## src/rtl/ps2_key_decoder.sv

```systemverilog
// PS/2 device-to-host receiver: synchronises the raw bus, deframes 11-bit frames,
// resolves E0/F0 prefixes and tracks the single held key plus a press counter.
module ps2_key_decoder #(
  parameter int TIMEOUT_CYC = 50000,
  parameter int CNT_W       = 16
) (
  input  logic             clk,
  input  logic             resetn,
  input  logic             ps2_clk,
  input  logic             ps2_data,
  output logic [7:0]       code,
  output logic             extended,
  output logic             key_down,
  output logic             ready,
  output logic [CNT_W-1:0] press_cnt,
  output logic             frame_err,
  output logic [1:0]       prefix_state
);

  typedef enum logic [1:0] {IDLE, AFT_E0, AFT_F0, AFT_E0F0} prefix_t;

  localparam int TO_W = $clog2(TIMEOUT_CYC + 1);

  logic            clk_s1, clk_s2, clk_d;
  logic            data_s1, data_s2;
  logic            fall;
  logic            bit_in;

  logic [3:0]      bit_cnt;
  logic [8:0]      shift_q;
  logic [TO_W-1:0] to_cnt;

  logic            byte_valid, byte_bad, timeout;
  logic [7:0]      byte_val;

  prefix_t         state_q, state_d;
  logic            do_make, do_break, ev_ext, held_match;

  // Two-flop synchronisers; the third clock flop only serves edge detection.
  always_ff @(posedge clk or negedge resetn) begin
    if (!resetn) begin
      clk_s1  <= 1'b1;
      clk_s2  <= 1'b1;
      clk_d   <= 1'b1;
      data_s1 <= 1'b1;
      data_s2 <= 1'b1;
    end else begin
      clk_s1  <= ps2_clk;
      clk_s2  <= clk_s1;
      clk_d   <= clk_s2;
      data_s1 <= ps2_data;
      data_s2 <= data_s1;
    end
  end

  assign fall     = clk_d & ~clk_s2;
  assign bit_in   = data_s2;
  assign byte_val = shift_q[7:0];

  always_comb begin
    byte_valid = 1'b0;
    byte_bad   = 1'b0;
    timeout    = 1'b0;
    if (fall && bit_cnt == 4'd10) begin
      // shift_q holds data plus parity; the set must have odd weight.
      if (bit_in && ^shift_q) byte_valid = 1'b1;
      else                    byte_bad   = 1'b1;
    end else if (!fall && bit_cnt != 4'd0 && to_cnt == TO_W'(TIMEOUT_CYC - 1)) begin
      timeout = 1'b1;
    end
  end

  always_ff @(posedge clk or negedge resetn) begin
    if (!resetn) begin
      bit_cnt <= 4'd0;
      shift_q <= 9'd0;
      to_cnt  <= '0;
    end else if (fall) begin
      to_cnt <= '0;
      if (bit_cnt == 4'd0) begin
        if (!bit_in) bit_cnt <= 4'd1;
      end else if (bit_cnt == 4'd10) begin
        bit_cnt <= 4'd0;
      end else begin
        shift_q <= {bit_in, shift_q[8:1]};
        bit_cnt <= bit_cnt + 4'd1;
      end
    end else if (bit_cnt != 4'd0) begin
      if (timeout) begin
        bit_cnt <= 4'd0;
        to_cnt  <= '0;
      end else begin
        to_cnt <= to_cnt + TO_W'(1);
      end
    end else begin
      to_cnt <= '0;
    end
  end

  always_ff @(posedge clk or negedge resetn) begin
    if (!resetn) state_q <= IDLE;
    else         state_q <= state_d;
  end

  always_comb begin
    state_d  = state_q;
    do_make  = 1'b0;
    do_break = 1'b0;
    ev_ext   = 1'b0;
    if (byte_valid) begin
      case (state_q)
        IDLE: begin
          if (byte_val == 8'hE0)      state_d = AFT_E0;
          else if (byte_val == 8'hF0) state_d = AFT_F0;
          else                        do_make = 1'b1;
        end
        AFT_E0: begin
          if (byte_val == 8'hF0) begin
            state_d = AFT_E0F0;
          end else begin
            do_make = 1'b1;
            ev_ext  = 1'b1;
            state_d = IDLE;
          end
        end
        AFT_F0: begin
          do_break = 1'b1;
          state_d  = IDLE;
        end
        default: begin
          do_break = 1'b1;
          ev_ext   = 1'b1;
          state_d  = IDLE;
        end
      endcase
    end
  end

  assign held_match   = key_down && (code == byte_val) && (extended == ev_ext);
  assign prefix_state = state_q;

  // ready and frame_err are single-cycle strobes with no backpressure;
  // the consumer must capture them in the cycle they are high.
  always_ff @(posedge clk or negedge resetn) begin
    if (!resetn) begin
      code      <= 8'h00;
      extended  <= 1'b0;
      key_down  <= 1'b0;
      ready     <= 1'b0;
      press_cnt <= '0;
      frame_err <= 1'b0;
    end else begin
      ready     <= do_make && !held_match;
      frame_err <= byte_bad | timeout;
      if (do_make && !held_match) begin
        code      <= byte_val;
        extended  <= ev_ext;
        key_down  <= 1'b1;
        press_cnt <= press_cnt + CNT_W'(1);
      end else if (do_break && held_match) begin
        code     <= 8'h00;
        extended <= 1'b0;
        key_down <= 1'b0;
      end
    end
  end

endmodule
```

## config.mk

```make
export PLATFORM = sky130hd
export DESIGN_NAME = ps2_key_decoder
export DESIGN_NICKNAME = d
export VERILOG_FILES = /design/src/rtl/ps2_key_decoder.sv
export SDC_FILE = /design/constraint.sdc
export NUM_CORES = 1
export LEC_CHECK = 0
export BUFFER_PORTS_ARGS = -buffer_cell sky130_fd_sc_hd__buf_2
export CAP_MARGIN = 10
export CORE_MARGIN = 3
export CORE_UTILIZATION = 60
export CTS_BUF_LIST = sky130_fd_sc_hd__clkbuf_4
export CTS_CLUSTER_SIZE = 25
export DETAILED_ROUTE_END_ITERATION = 7
export MAX_ROUTING_LAYER = met4
export PLACE_DENSITY_LB_ADDON = 0.15
export SYNTH_ARGS = -nofsm -noshare
export SYNTH_HDL_FRONTEND = slang
export SYNTH_SLANG_ARGS = --single-unit
```

## constraint.sdc

```tcl
create_clock -name clk -period 2.45 [get_ports clk]
set_clock_uncertainty 0.05 [all_clocks]
set_input_delay 0.1225 -clock clk [delete_from_list [all_inputs] [get_ports clk]]
set_output_delay 0.1225 -clock clk [all_outputs]
set_load 0.01 [all_outputs]
```

# [After elaboration in Yosys (flattened, before gate mapping)]
# Cells that the tools add are included.
[totals] register_bits=64 in_bits=4 wordCells=87
[classes] n_addsub=3 eq_ne=10 n_mux=32 n_bitwise=5 reduce_logical=22
[ops] op="16-bit two-way mux" n=3
[ops] op="16-bit by 1-bit adder with 16-bit output, second input constant" n=2
[ops] op="4-bit two-way mux" n=6
[ops] op="16-bit == test, second input constant" n=1
[ops] op="8-bit == test, second input constant" n=2
[ops] op="8-bit two-way mux" n=2
[ops] op="1-bit two-way mux" n=15
[ops] op="9-bit XOR reduction" n=1
[ops] op="8-bit == test" n=1
[ops] op="1-bit logical AND" n=8
[ops] op="2-bit two-way mux" n=3
[ops] op="3-bit != test, second input constant" n=2
[ops] op="3-bit AND reduction" n=2
[ops] op="2-bit nonzero test" n=3
[ops] op="4-bit by 1-bit adder with 4-bit output, second input constant" n=1
[ops] op="4-bit == test, second input constant" n=1
[ops] op="4-bit zero test" n=1
[ops] op="1-bit one-hot mux with 2 select lines" n=2
[ops] op="2-bit one-hot mux with 2 select lines" n=1
[ops] op="4-bit nonzero test" n=1
[ops] op="2-bit OR reduction" n=2
[ops] op="1-bit inverter" n=3
[ops] op="2-bit by 1-bit == test with 1-bit output, second input constant" n=1
[ops] op="2-bit == test, second input constant" n=1
[ops] op="other kinds (6)" n=7

# [Longest topological paths before layout]
[logic_depth] ltp_word=10 mapped_depth=9 ltp_nobuf=7

# [Least setup slack after synthesis]
# Ideal clock, no wire load.
[synth_timing] path_type="reg2reg" from="register shift_q[4]" to="register press_cnt[8]" setup_ps=144 arrival_ps=2076 t_required_ps=2256 path_slack_ps=180 stages_incl_launch_ff=8 path_buffers=0 synth_period_minus_slack_ps=2270 path_cell_list="dfrtp_1 -> inv_1 -> ha_1 -> xnor3_2 -> xnor2_4 -> o2111ai_4 -> a2111oi_1 -> xor2_1"
[synth_between] elab_chain_len=9 word_cells_on_any_way=18 classes_between="4 x eq/ne; 8 x mux; 6 x reduce/logical"
[synth_rtl] element="start, declared" line_no="30" text="logic [8:0] shift_q;"
[synth_rtl] element="start signal, assigned" line_no="85" text="shift_q <= {bit_in, shift_q[8:1]};"
[synth_rtl] element="parallel branches: the longest is 8 deep, another holds 8-bit == test"
[synth_rtl] element="1-bit logical AND *" line_no="155" text="if (do_make && !held_match) begin"
[synth_rtl] element="end signal, assigned" line_no="159" text="press_cnt <= press_cnt + CNT_W'(1);"
[synth_rtl] element="end, declared" line_no="15" text="output logic [CNT_W-1:0] press_cnt,"
# Every way passes the cells marked *.
# A chain may end at the register's enable or synchronous reset.

# [Worst setup path after layout]
[layout_timing] from="register shift_q[3]" to="register press_cnt[10]"
# The elaborated chain is that of the path after synthesis.

==> impl_metrics.tcl <==
set metrics [dict create \
    synthCells 308 \
    dp_slack_ns 0.02389 \
    gp_congestion 0.8413 \
    initial_core_util 0.6263 \
    dieArea_sq_um 6281 \
    path_clk_slew_ns 0.11 \
    synth.avg_cell_area_sq_um 10.45 \
    core_sq_um 5140 \
    p_per_area_nw_per_um2 804.3 \
    power.switching_mw 1.150 \
    rows 26 \
    die_w_microns 79.25 \
    drc 0 \
    drive_gt1_frac 0.2788 \
    synth_fp_nets 322 \
    swShare 0.3550 \
    seq_power_share 0.401 \
    p_clk_frac 0.220 \
    drv_slew 0 \
    synth-xor-area-share 0.1275 \
    clk_latency_ns 0.42 \
    ys_seq_area_frac 0.4994 \
    layout_setup_ws_ns -0.1066 \
    h-tree-depth 3 \
    multi_input_area_sq_um 1669 \
    peakVddDrop_mv 0.8478 \
    synth_top_area_cell "dfrtp_1" \
    drt-total-wl_mm 6.995 \
    drt-vias-per-instance 5.526 \
    ff2ff_setup_slack_ns -0.11 \
    power_frac_comb 0.379 \
    rsz0062_at_grt "true" \
    num_io_pins 34 \
    synth.area.mux_share 0.03498 \
    crit_path_start "shift_q[3]" \
    area_growth_pct 25.11 \
    regArea_sq_um 1608 \
    antenna_found_initial 0 \
    cts.path.max_buffers 2 \
    grt_overflow 0 \
    grt_pass1_vias 2323 \
    postRouteAntennaNets 0 \
    outcome "complete, but fails checks" \
    maxCapViolations 0 \
    clock.fmax_mhz 391.2 \
    grt_pass1_wl_mm 10.56 \
    finalCritPeriodShare 1.043 \
    setup_violations 2 \
    cp_max_fo 8 \
    cts_tree "built" \
    required_ns 2.72 \
    hold_class "primary input to async pin" \
    r2r-start "shift_q[3]" \
    crit_path_start_kind "register" \
    synth_simple_gate_area_frac 0.1578 \
    synth_fa_ha_area_frac 0.03887 \
    async_reset_ff_frac 1.000 \
    syn_area_sq_um 3219 \
    root_buffer "clkbuf_4" \
    antenna_cells 0 \
    grt_max_degree 34 \
    vias 2448 \
    portBuffers 33 \
    internal_power_mw 2.089 \
    r2r-end "press_cnt[10]" \
    synth_top_area_share 0.4586 \
    critPathArrivalTime_ns 2.83 \
    reg2reg_depth 8 \
    dp_hpwl_mm 4.411 \
    worst_pin_slew_ns 0.7023 \
    synth_top_family_by_area "simple AND/OR/NAND/NOR gates" \
    fp.dieH_microns 79.25 \
    post-route-min-period_ns 2.557 \
    critPathKind "register to register" \
    cp-end-kind "register" \
    synth_compound_area_frac 0.1026 \
    cts_buffers 9 \
    yosys-top-cells-area "dfrtp_1 46%, xor2_1 5.7%, xnor2_1 5.4%, dfstp_2 4.1%, ha_1 3.9%" \
    violations "negative setup slack" \
    track_usage 0.2244 \
    synth_seq_cells 64 \
    drtIter0Drc 88 \
    cts.sinks 64 \
    p_leak_nw 1.940 \
    yosysWarningCount 0 \
    hold_viol 0 \
    tns_ns -0.1157 \
    synth_edf_count 0 \
    yosys_most_used_dff "dfrtp_1" \
    maxSlewHeadroom 0.5318 \
    dr.pass1.iters 4 \
    nFillCells 345 \
    num-nets-final 382 \
    synth_cell_types 41 \
    wire_per_inst_microns 15.79 \
]
-- worst max-delay path, stage by stage (launching register included) --
cell	delay, ns
dfrtp_1	0.42
inv_2	0.08
ha_4	0.26
xnor3_2	0.45
xnor2_4	0.24
o2111ai_4	0.16
buf_12	0.19
a211oi_1	0.36
xor2_1	0.25
-- cell families (layout without fill, tap and decap cells) --
kind of cell / Yosys count / count (layout)
simple gates: 100 / 100
flops: 64 / 64
compound gates: 48 / 48
xor+xnor: 43 / 43
buf+inv: 32 / 97
mux: 11 / 11
fa+ha+maj: 10 / 10
-- stage by stage --
| stage | utilization | power [mW] | hold slack (ns) | cells | instance area (sq um) |
|---|---|---|---|---|---|
| 2_1_floorplan | - | 2.079 | -0.2231 | 308 | 3219 |
| 3_3_place_gp | 0.6874 | 2.357 | 0.1641 | 411 | 3533 |
| 6_report | 0.7836 | 3.239 | 0.2218 | 443 | 4028 |
| 5_1_grt | 0.7836 | 3.423 | 0.2625 | 443 | 4028 |
| 4_1_cts | 0.7218 | 3.146 | 0.2520 | 430 | 3710 |
| 3_5_place_dp | 0.6874 | 2.412 | 0.1632 | 411 | 3533 |
-- registers in the layout, indices dropped and copies added, names as in the netlist --
| signal | flops |
|---|---|
| press_cnt | 16 |
| to_cnt | 16 |
| shift_q | 9 |
| code | 8 |
| bit_cnt | 4 |
| prefix_state | 2 |
| bit_in | 1 |
| clk_d | 1 |
| clk_s1 | 1 |
| clk_s2 | 1 |
| data_s1 | 1 |
| extended | 1 |
| frame_err | 1 |
| key_down | 1 |
| ready | 1 |
-- how the worst max path moves through the flow --
stage / to / slack, ns / cells past startpoint
after floorplan: press_cnt[8] / 0.18 / 7
final: press_cnt[10] / -0.11 / 8
after CTS: press_cnt[14] / 0.002 / 7
after global routing: press_cnt[10] / -0.19 / 8
after global placement: press_cnt[8] / 0.11 / 6
after detailed placement: press_cnt[14] / 0.02 / 7
-- cell type report --
class                   count  area share
multi-input cells         212      0.4144
flip-flops and latches     64      0.3992
repair buffers             60      0.1106
well taps                  70     0.02175
inverters                  21     0.01957
clock inverters             7     0.01771
clock buffers               9     0.01678
-- routing by layer --
| metal | routed length, microns | track usage | up-vias |
|---|---|---|---|
| li1 | - | - | 1177 |
| met3 | 286 | 0.06803 | 12 |
| met5 | 0 | - | - |
| met4 | 114 | 0.07388 | 0 |
| met1 | 3026 | 0.2695 | 1201 |
| met2 | 3568 | 0.3636 | 58 |
-- cells in the mapped netlist, types with 3 or more instances --
master / number
a2111oi_1: 3
a211oi_1: 10
a21oi_1: 3
and3_1: 9
clkbuf_1: 8
dfrtp_1: 59
dfstp_2: 5
ha_1: 10
inv_1: 21
mux2i_1: 9
nand2_1: 26
nand3_1: 19
nand4_1: 7
nor2_1: 23
o21ai_0: 24
xnor2_1: 20
xor2_1: 21
-- layout by cell type, fill, tap and decap left out, types with 7 or more instances in the layout --
cell and instances:
and3_1 9, buf_2 33, buf_4 17, clkbuf_4 9
dfrtp_1 59, ha_1 9, inv_1 18, mux2i_1 9
nand2_1 26, nand3_1 19, nand4_1 7, nor2_1 23
o21ai_0 24, xnor2_1 19, xor2_1 21
-- power groups by stage --
stage          sequential [mW]  clock (mW)  combinational (mW)
6_report                  1.30       0.712                1.23
5_1_grt                   1.32       0.769                1.33
4_1_cts                   1.30       0.729                1.12
3_5_place_dp              1.31           0                1.10
3_3_place_gp              1.31           0                1.05
2_1_floorplan             1.30           0               0.776
-- timing repair --
action	CTS	global route
endpoints found under the setup margin	2	21
hold endpoints to repair	28	0
gates resized for setup	1	31
hold buffers	3	0
pin swaps	1	21
buffers inserted	0	12
cloned	0	1
No activity file was read; power rests on OpenSTA's default activity.
